**src/rtl/pc_sequencer.sv**
```systemverilog
// PC sequencer: fetch address, ID-stage PC, pipeline enables and clears.
// Optional cycle counter output cyc_cnt enabled by macro PC_CYCLE_COUNT_EN.
module pc_sequencer (
    input  logic        clk,
    input  logic        reset,
    input  logic        halt,
    input  logic        if_flush,
    input  logic        id_flush,
    input  logic        ex_flush,
    input  logic        pc_op,
    input  logic        b_jmp,
    input  logic        overflow_error_warning,
    input  logic        stall,
    input  logic [7:0]  br_off,
    input  logic [11:0] jmp_off,
    output logic [15:0] pc,
    output logic [15:0] id_pc,
    output logic        if_id_en,
    output logic        if_id_clr,
    output logic        id_ex_clr,
    output logic        ex_mem_clr,
    output logic        halted,
    output logic        fault
`ifdef PC_CYCLE_COUNT_EN
    ,
    output logic [15:0] cyc_cnt
`endif
);

    typedef enum logic [1:0] {
        RUN    = 2'd0,
        DRAIN  = 2'd1,
        HALTED = 2'd2,
        FAULT  = 2'd3
    } state_t;

    state_t      state_q;
    state_t      state_d;
    logic [15:0] pc_d;
    logic [15:0] id_pc_d;
    logic [1:0]  drain_q;
    logic [1:0]  drain_d;
    logic [15:0] br_tgt;
    logic [15:0] jmp_tgt;

    assign br_tgt  = id_pc + 16'd2 + {{7{br_off[7]}}, br_off, 1'b0};
    assign jmp_tgt = {id_pc[15:13], jmp_off, 1'b0};

    // State, PC and drain counter registers.
    always_ff @(posedge clk or negedge reset) begin
        if (!reset) begin
            state_q <= RUN;
            pc      <= 16'h0000;
            id_pc   <= 16'h0000;
            drain_q <= 2'd0;
        end else begin
            state_q <= state_d;
            pc      <= pc_d;
            id_pc   <= id_pc_d;
            drain_q <= drain_d;
        end
    end

    // Next state and next PC. HALTED and FAULT are sticky until reset.
    always_comb begin
        state_d = state_q;
        pc_d    = pc;
        id_pc_d = id_pc;
        drain_d = drain_q;
        unique case (state_q)
            RUN: begin
                if (overflow_error_warning) begin
                    state_d = FAULT;
                end else if (halt) begin
                    state_d = DRAIN;
                    drain_d = 2'd0;
                end else if (pc_op) begin
                    pc_d = b_jmp ? br_tgt : jmp_tgt;
                end else if (!stall) begin
                    pc_d    = pc + 16'd2;
                    id_pc_d = pc;
                end
            end
            DRAIN: begin
                if (overflow_error_warning) begin
                    state_d = FAULT;
                end else if (drain_q == 2'd2) begin
                    state_d = HALTED;
                end else begin
                    drain_d = drain_q + 2'd1;
                end
            end
            default: begin
            end
        endcase
    end

    // Pipeline enables and clears; everything is cleared in reset or on overflow.
    always_comb begin
        if_id_en   = 1'b0;
        if_id_clr  = 1'b1;
        id_ex_clr  = 1'b1;
        ex_mem_clr = 1'b1;
        if (reset && !overflow_error_warning) begin
            unique case (state_q)
                RUN: begin
                    if_id_en   = !halt && (pc_op || !stall);
                    if_id_clr  = halt || pc_op || if_flush;
                    id_ex_clr  = id_flush || stall;
                    ex_mem_clr = ex_flush;
                end
                DRAIN: begin
                    if_id_en   = 1'b0;
                    if_id_clr  = 1'b1;
                    id_ex_clr  = id_flush;
                    ex_mem_clr = ex_flush;
                end
                default: begin
                end
            endcase
        end
    end

    // Status flags decoded from the state register.
    always_comb begin
        halted = (state_q == HALTED);
        fault  = (state_q == FAULT);
    end

`ifdef PC_CYCLE_COUNT_EN
    // Saturating count of edges spent in RUN or DRAIN.
    always_ff @(posedge clk or negedge reset) begin
        if (!reset) begin
            cyc_cnt <= 16'h0000;
        end else if ((state_q == RUN || state_q == DRAIN) &&
                     cyc_cnt != 16'hFFFF) begin
            cyc_cnt <= cyc_cnt + 16'd1;
        end
    end
`endif

endmodule

```
**config.mk**
```make
export PLATFORM = sky130hd
export DESIGN_NAME = pc_sequencer
export DESIGN_NICKNAME = d
export VERILOG_FILES = /design/src/rtl/pc_sequencer.sv
export SDC_FILE = /design/constraint.sdc
export NUM_CORES = 1
export LEC_CHECK = 0
export CAP_MARGIN = 20
export CELL_PAD_IN_SITES_DETAIL_PLACEMENT = 1
export CELL_PAD_IN_SITES_GLOBAL_PLACEMENT = 1
export CORE_MARGIN = 4
export CORE_UTILIZATION = 41
export DETAILED_ROUTE_END_ITERATION = 8
export GPL_TIMING_DRIVEN = 0
export PLACE_DENSITY = 0.95
export SETUP_SLACK_MARGIN = 0.2
export SYNTH_ARGS = -nofsm -noshare
export SYNTH_HDL_FRONTEND = slang
export SYNTH_SLANG_ARGS = --single-unit
```
**constraint.sdc**
```tcl
create_clock -name clk -period 4.44 [get_ports clk]
set_clock_uncertainty 0.2 [all_clocks]
set_input_delay 0.666 -clock clk [delete_from_list [all_inputs] [get_ports clk]]
set_output_delay 0.666 -clock clk [all_outputs]
set_load 0.01 [all_outputs]
```
# Yosys cells after proc, flatten, opt, wreduce, memory -nomap -nowiden
# Cells that the tools add are included.
word_totals:
  elab_cells: 60
  regBits: 36
  out_inout_bits: 38
classes:
  muxes: 21
  n_eq_ne: 11
  n_reduce_logical: 16
  bitwise: 4
  add_sub_neg: 4
ops:
  columns: ["cell", "count"]
  rows:
  - ["$mux 16", 3]
  - ["$add 16x2->16 const B", 2]
  - ["$add 16x16->16", 1]
  - ["$mux 2", 8]
  - ["$ne 2x2->1 const B", 5]
  - ["$reduce_and 5->1", 2]
  - ["$pmux 2 s2", 2]
  - ["$mux 1", 7]
  - ["$eq 2x2->1 const B", 3]
  - ["$ne 3x3->1 const B", 2]
  - ["$logic_or 1x1->1", 4]
  - ["$not 1->1", 4]
  - ["$reduce_and 4->1", 1]
  - ["$logic_not 1->1", 3]
  - ["$reduce_and 3->1", 1]
  - ["$add 2x1->2 const B", 1]
  - ["$eq 2x1->1 const B", 1]
  - ["$logic_and 1x1->1", 2]
  - ["$logic_not 2->1", 1]
  - ["$pmux 1 s2", 1]
  - ["$reduce_bool 2->1", 1]
  - ["$reduce_or 2->1", 1]

# Depth between registers and ports, before layout
depth:
  word_depth: 5
  ltp_mapped: 11
  ltp_nobuf: 11

# Least setup slack after synthesis
# OpenSTA, ideal clock, no wires.
synth_path:
  kind: "input to register"
  from: "input br_off[1]"
  to: "register pc[10]"
  slack_ps: 1510
  stages: 9
  arrival_ps: 2646
  required_ps: 4156
  cell_sequence: "ha_1 > ha_1 > fa_1 > a21o_1 > a311o_1 > o211ai_1 > a21boi_0 > xnor2_1 > a21boi_0"
synth_between:
  elab_chain_cells: 3
synth_rtl:
  columns: ["element", "line_no", "rtl"]
  rows:
  - ["from (decl)", "14", "input logic [7:0] br_off,"]
  - ["$add 16x16->16", "46", "assign br_tgt = id_pc + 16'd2 + {{7{br_off[7]}}, br_off, 1'b0};"]
  - ["$mux 16", "78", "pc_d = b_jmp ? br_tgt : jmp_tgt;"]
  - ["$mux 16", "77", "end else if (pc_op) begin"]
  - ["to (signal assigned)", "58", "pc <= pc_d;"]
  - ["to (decl)", "16", "output logic [15:0] pc,"]
# Every way passes these cells.
# A chain may end at the register's enable or synchronous reset.

# Worst setup path in the final report
layout_path:
  from: "input overflow_error_warning"
  to: "output if_id_en"
layout_between:
  elab_chain_cells: 3
layout_rtl:
  columns: ["element", "line_no", "rtl"]
  rows:
  - ["from (decl)", "12", "input logic overflow_error_warning,"]
  - ["$logic_not 1->1", "104", "if (reset && !overflow_error_warning) begin"]
  - ["$logic_and 1x1->1", "104", null]
  - ["$mux 1", "104", null]
  - ["to (decl)", "18", "output logic if_id_en,"]
# Every way passes these cells.

==> impl_metrics.env <==
export IMPL_post_dp_hpwl_mm=7.04
export IMPL_clock_tree_from_tritoncts="yes"
export IMPL_clock_insertion_delay_worst_skew_ps=300
export IMPL_holdCritPathClass="input pin to asynchronous set/reset pin"
export IMPL_drive_above_1_share_pct=8.89
export IMPL_synth_async_sr_flop_share_pct=100
export IMPL_antenna_cells=0
export IMPL_num_vias=2947
export IMPL_critPathRequiredTime_ps=3570
export IMPL_synthToLayoutAreaGrowth_pct=30.4
export IMPL_place_worst_setup_slack_ps=542
export IMPL_gp_routability_congestion=0.876
export IMPL_cts_max_path_buffers=2
export IMPL_outcome="finished clean"
export IMPL_die_width_um=92.0
export IMPL_grt_first_pass_wirelength_mm=15.3
export IMPL_max_vdd_ir_drop_mv=0.0822
export IMPL_regToRegStartpoint="id_pc[2]$_DFFE_PN0P_"
export IMPL_global_route_overflow_total=0
export IMPL_coreArea_um2=6830
export IMPL_drc=0
export IMPL_critPathLaunchType="input pin"
export IMPL_grt_antenna_before_repair=0
export IMPL_min_period_over_period_pct=88.3
export IMPL_layout_setup_ws_ps=520
export IMPL_data_arrival_time_of_the_critical_path_ps=3050
export IMPL_path_max_fanout=9
export IMPL_synth_edf_count=0
export IMPL_timing_final_hold_violations=0
export IMPL_synth_top_cell_area_share_pct=31.1
export IMPL_max_clock_freq_mhz=255
export IMPL_startpoint="overflow_error_warning"
export IMPL_cts_hold_buf=0
export IMPL_vias_cell=5.88
export IMPL_setup_tns_ps=0
export IMPL_gr_usage_all_layers_pct=22.4
export IMPL_detailedRoute_firstPassIterationCount=5
export IMPL_chipHeight_um=92.0
export IMPL_multi_input_area_um2=1870
export IMPL_reg2reg_to="pc[14]$_DFFE_PN0P_"
export IMPL_post_synth_inst_count=331
export IMPL_endpoint_kind="output pin"
export IMPL_die_area_um2=8460
export IMPL_drt_first_iter_violations=226
export IMPL_clk_pin_slew_ps=80
export IMPL_io_pins=68
export IMPL_placement_rows=30
export IMPL_number_of_clock_buffers_inserted_by_tritoncts=5
export IMPL_timing_max_cap_violations=0
export IMPL_tightestPinTransition_ps=760
export IMPL_synth_area_um2=2890
export IMPL_total_setup_violations_reported_at_the_end_of_the_flow=0
export IMPL_cp_capture_point="if_id_en"
export IMPL_post_cts_resized_instances=0
export IMPL_ant_nets=0
export IMPL_port_buffers=65
export IMPL_routed_wire_length_per_instance_um=18.6
export IMPL_reg2reg_depth=9
export IMPL_number_of_global_route_vias_before_repair=3065
export IMPL_fillCellCount=828
export IMPL_total_detailed_routing_wirelength_mm=9.33
export IMPL_cts_setup_buffers=0
export IMPL_cts_root_buffer="clkbuf_8"
export IMPL_number_of_max_slew_violations_in_the_final_report=0
export IMPL_sequential_cell_area_um2=901
export IMPL_crit_type="input pin to output pin"
export IMPL_design_final_nets=464
export IMPL_yosys_warnings=0
export IMPL_initial_utilization_pct=42.3
export IMPL_synth_sequential_area_ratio_pct=31.1
export IMPL_syn_num_nets=391
export IMPL_ys_seq_elements=36
export IMPL_syn_mean_instance_area_um2=8.74
export IMPL_layout_min_cycle_time_ps=3920
export IMPL_synthTopCellsByArea="dfrtp_1 (31%), ha_1 (13%), mux2_2 (7.0%)"
export IMPL_p_per_area_nw_per_um2=182
export IMPL_ys_flop_type="dfrtp_1"
export IMPL_cellLeakagePower_nw=1.61
export IMPL_timing_max_slew_rel_slack_pct=49.3
export IMPL_pin_count_of_the_biggest_net_entering_global_routing=22
export IMPL_netlist_top_cell_by_area="dfrtp_1"
export IMPL_clock_sink_count=36
export IMPL_ff2ff_setup_slack_ps=1470
export IMPL_synth_lib_cells_used_distinct=53
export IMPL_ctsHtreeMaxLevel=2
export IMPL_rsz0062_at_grt="false"
kinds of logic (layout without fill, tap and decap cells):
logic type,count (synthesis),after routing,synth area share [%]
XOR/XNOR,8,8,2.42
AO/OA/AOI/OAI,92,92,20.3
flip-flops,36,36,31.1
multiplexers,26,26,9.78
AND/OR/NAND/NOR,110,110,19.0
buffers and inverters,29,103,4.11
adder cells (fa/ha/maj),30,30,13.2
report_power, final:
part | leakage [nW] | switching [mW] | internal, mW | total (mW)
registers | 0.472 | 0.00358 | 0.330 | 0.333
logic | 1.09 | 0.0571 | 0.0507 | 0.108
clock network | 0.0479 | 0.136 | 0.110 | 0.245
state kept, by name, indices dropped and copies added (netlist names):
| register | cells |
|---|---|
| pc | 16 |
| state_q | 2 |
| id_pc | 16 |
| drain_q | 2 |
how the worst min path moves through the flow:
stage	from	to	slack, ps
after floorplan	reset	drain_q[0]$_DFFE_PN0P_	170
after global placement	pc[0]$_DFFE_PN0P_	pc[0]$_DFFE_PN0P_	280
after detailed placement	pc[0]$_DFFE_PN0P_	pc[0]$_DFFE_PN0P_	280
after CTS	reset	drain_q[0]$_DFFE_PN0P_	160
after global routing	reset	drain_q[0]$_DFFE_PN0P_	190
final	reset	drain_q[0]$_DFFE_PN0P_	140
synthesized netlist by cell type (4+ instances only):
cell / instances
nor4_1: 4
o21a_1: 4
nor2_1: 28
clkbuf_1: 12
nand2b_1: 5
nand4_1: 4
a31oi_1: 6
ha_1: 29
dfrtp_1: 36
nand2_1: 24
a21oi_1: 23
o21ai_0: 20
a21o_1: 7
nor3_1: 9
mux2_2: 18
mux2i_1: 8
o22ai_1: 6
xnor2_1: 5
inv_1: 13
nand3b_1: 4
nand3_1: 18
cells in the final DEF, fill, tap and decap left out, types with 9 or more instances in the layout:
cell type,n
a21oi_1,23
dfrtp_1,36
nand3_1,18
clkdlybuf4s50_1,64
inv_1,13
clkbuf_1,12
nor3_1,9
mux2_2,18
ha_1,29
nor2_1,28
o21ai_0,20
nand2_1,24
critical path, cell delays in order:
cell and delay [ps]:
clkdlybuf4s50_1 520, or4_1 550, buf_2 200, a21oi_2 390, and2_1 190, clkdlybuf4s50_1 530
per-stage QoR:
| step | hold WS, ps | std cells | utilization, % | power, mW | cell area [um^2] |
|---|---|---|---|---|---|
| 4_1_cts | 158 | 501 | 55.2 | 0.689 | 3770 |
| 6_report | 145 | 501 | 55.2 | 0.687 | 3770 |
| 3_3_place_gp | 277 | 492 | 53.6 | 0.439 | 3660 |
| 5_1_grt | 185 | 501 | 55.2 | 0.716 | 3770 |
| 3_5_place_dp | 282 | 493 | 54.0 | 0.447 | 3690 |
| 2_1_floorplan | 170 | 331 | - | 0.389 | 2890 |
area by class of cell:
class,count,share of cell area (%)
buffer,16,1.86
clock buffer,5,1.82
clock inverter,3,0.497
inverter,13,1.29
multi-input combinational,266,49.6
sequential,36,23.9
tap,96,3.18
timing repair buffer,66,17.8
per-layer routing:
metal	wire length [um]	global-route usage [%]
met1	4000	28.7
met2	4770	39.4
met3	477	3.94
met4	75	4.58
met5	0	0
Note: power is estimated with default switching activity, not from simulation.
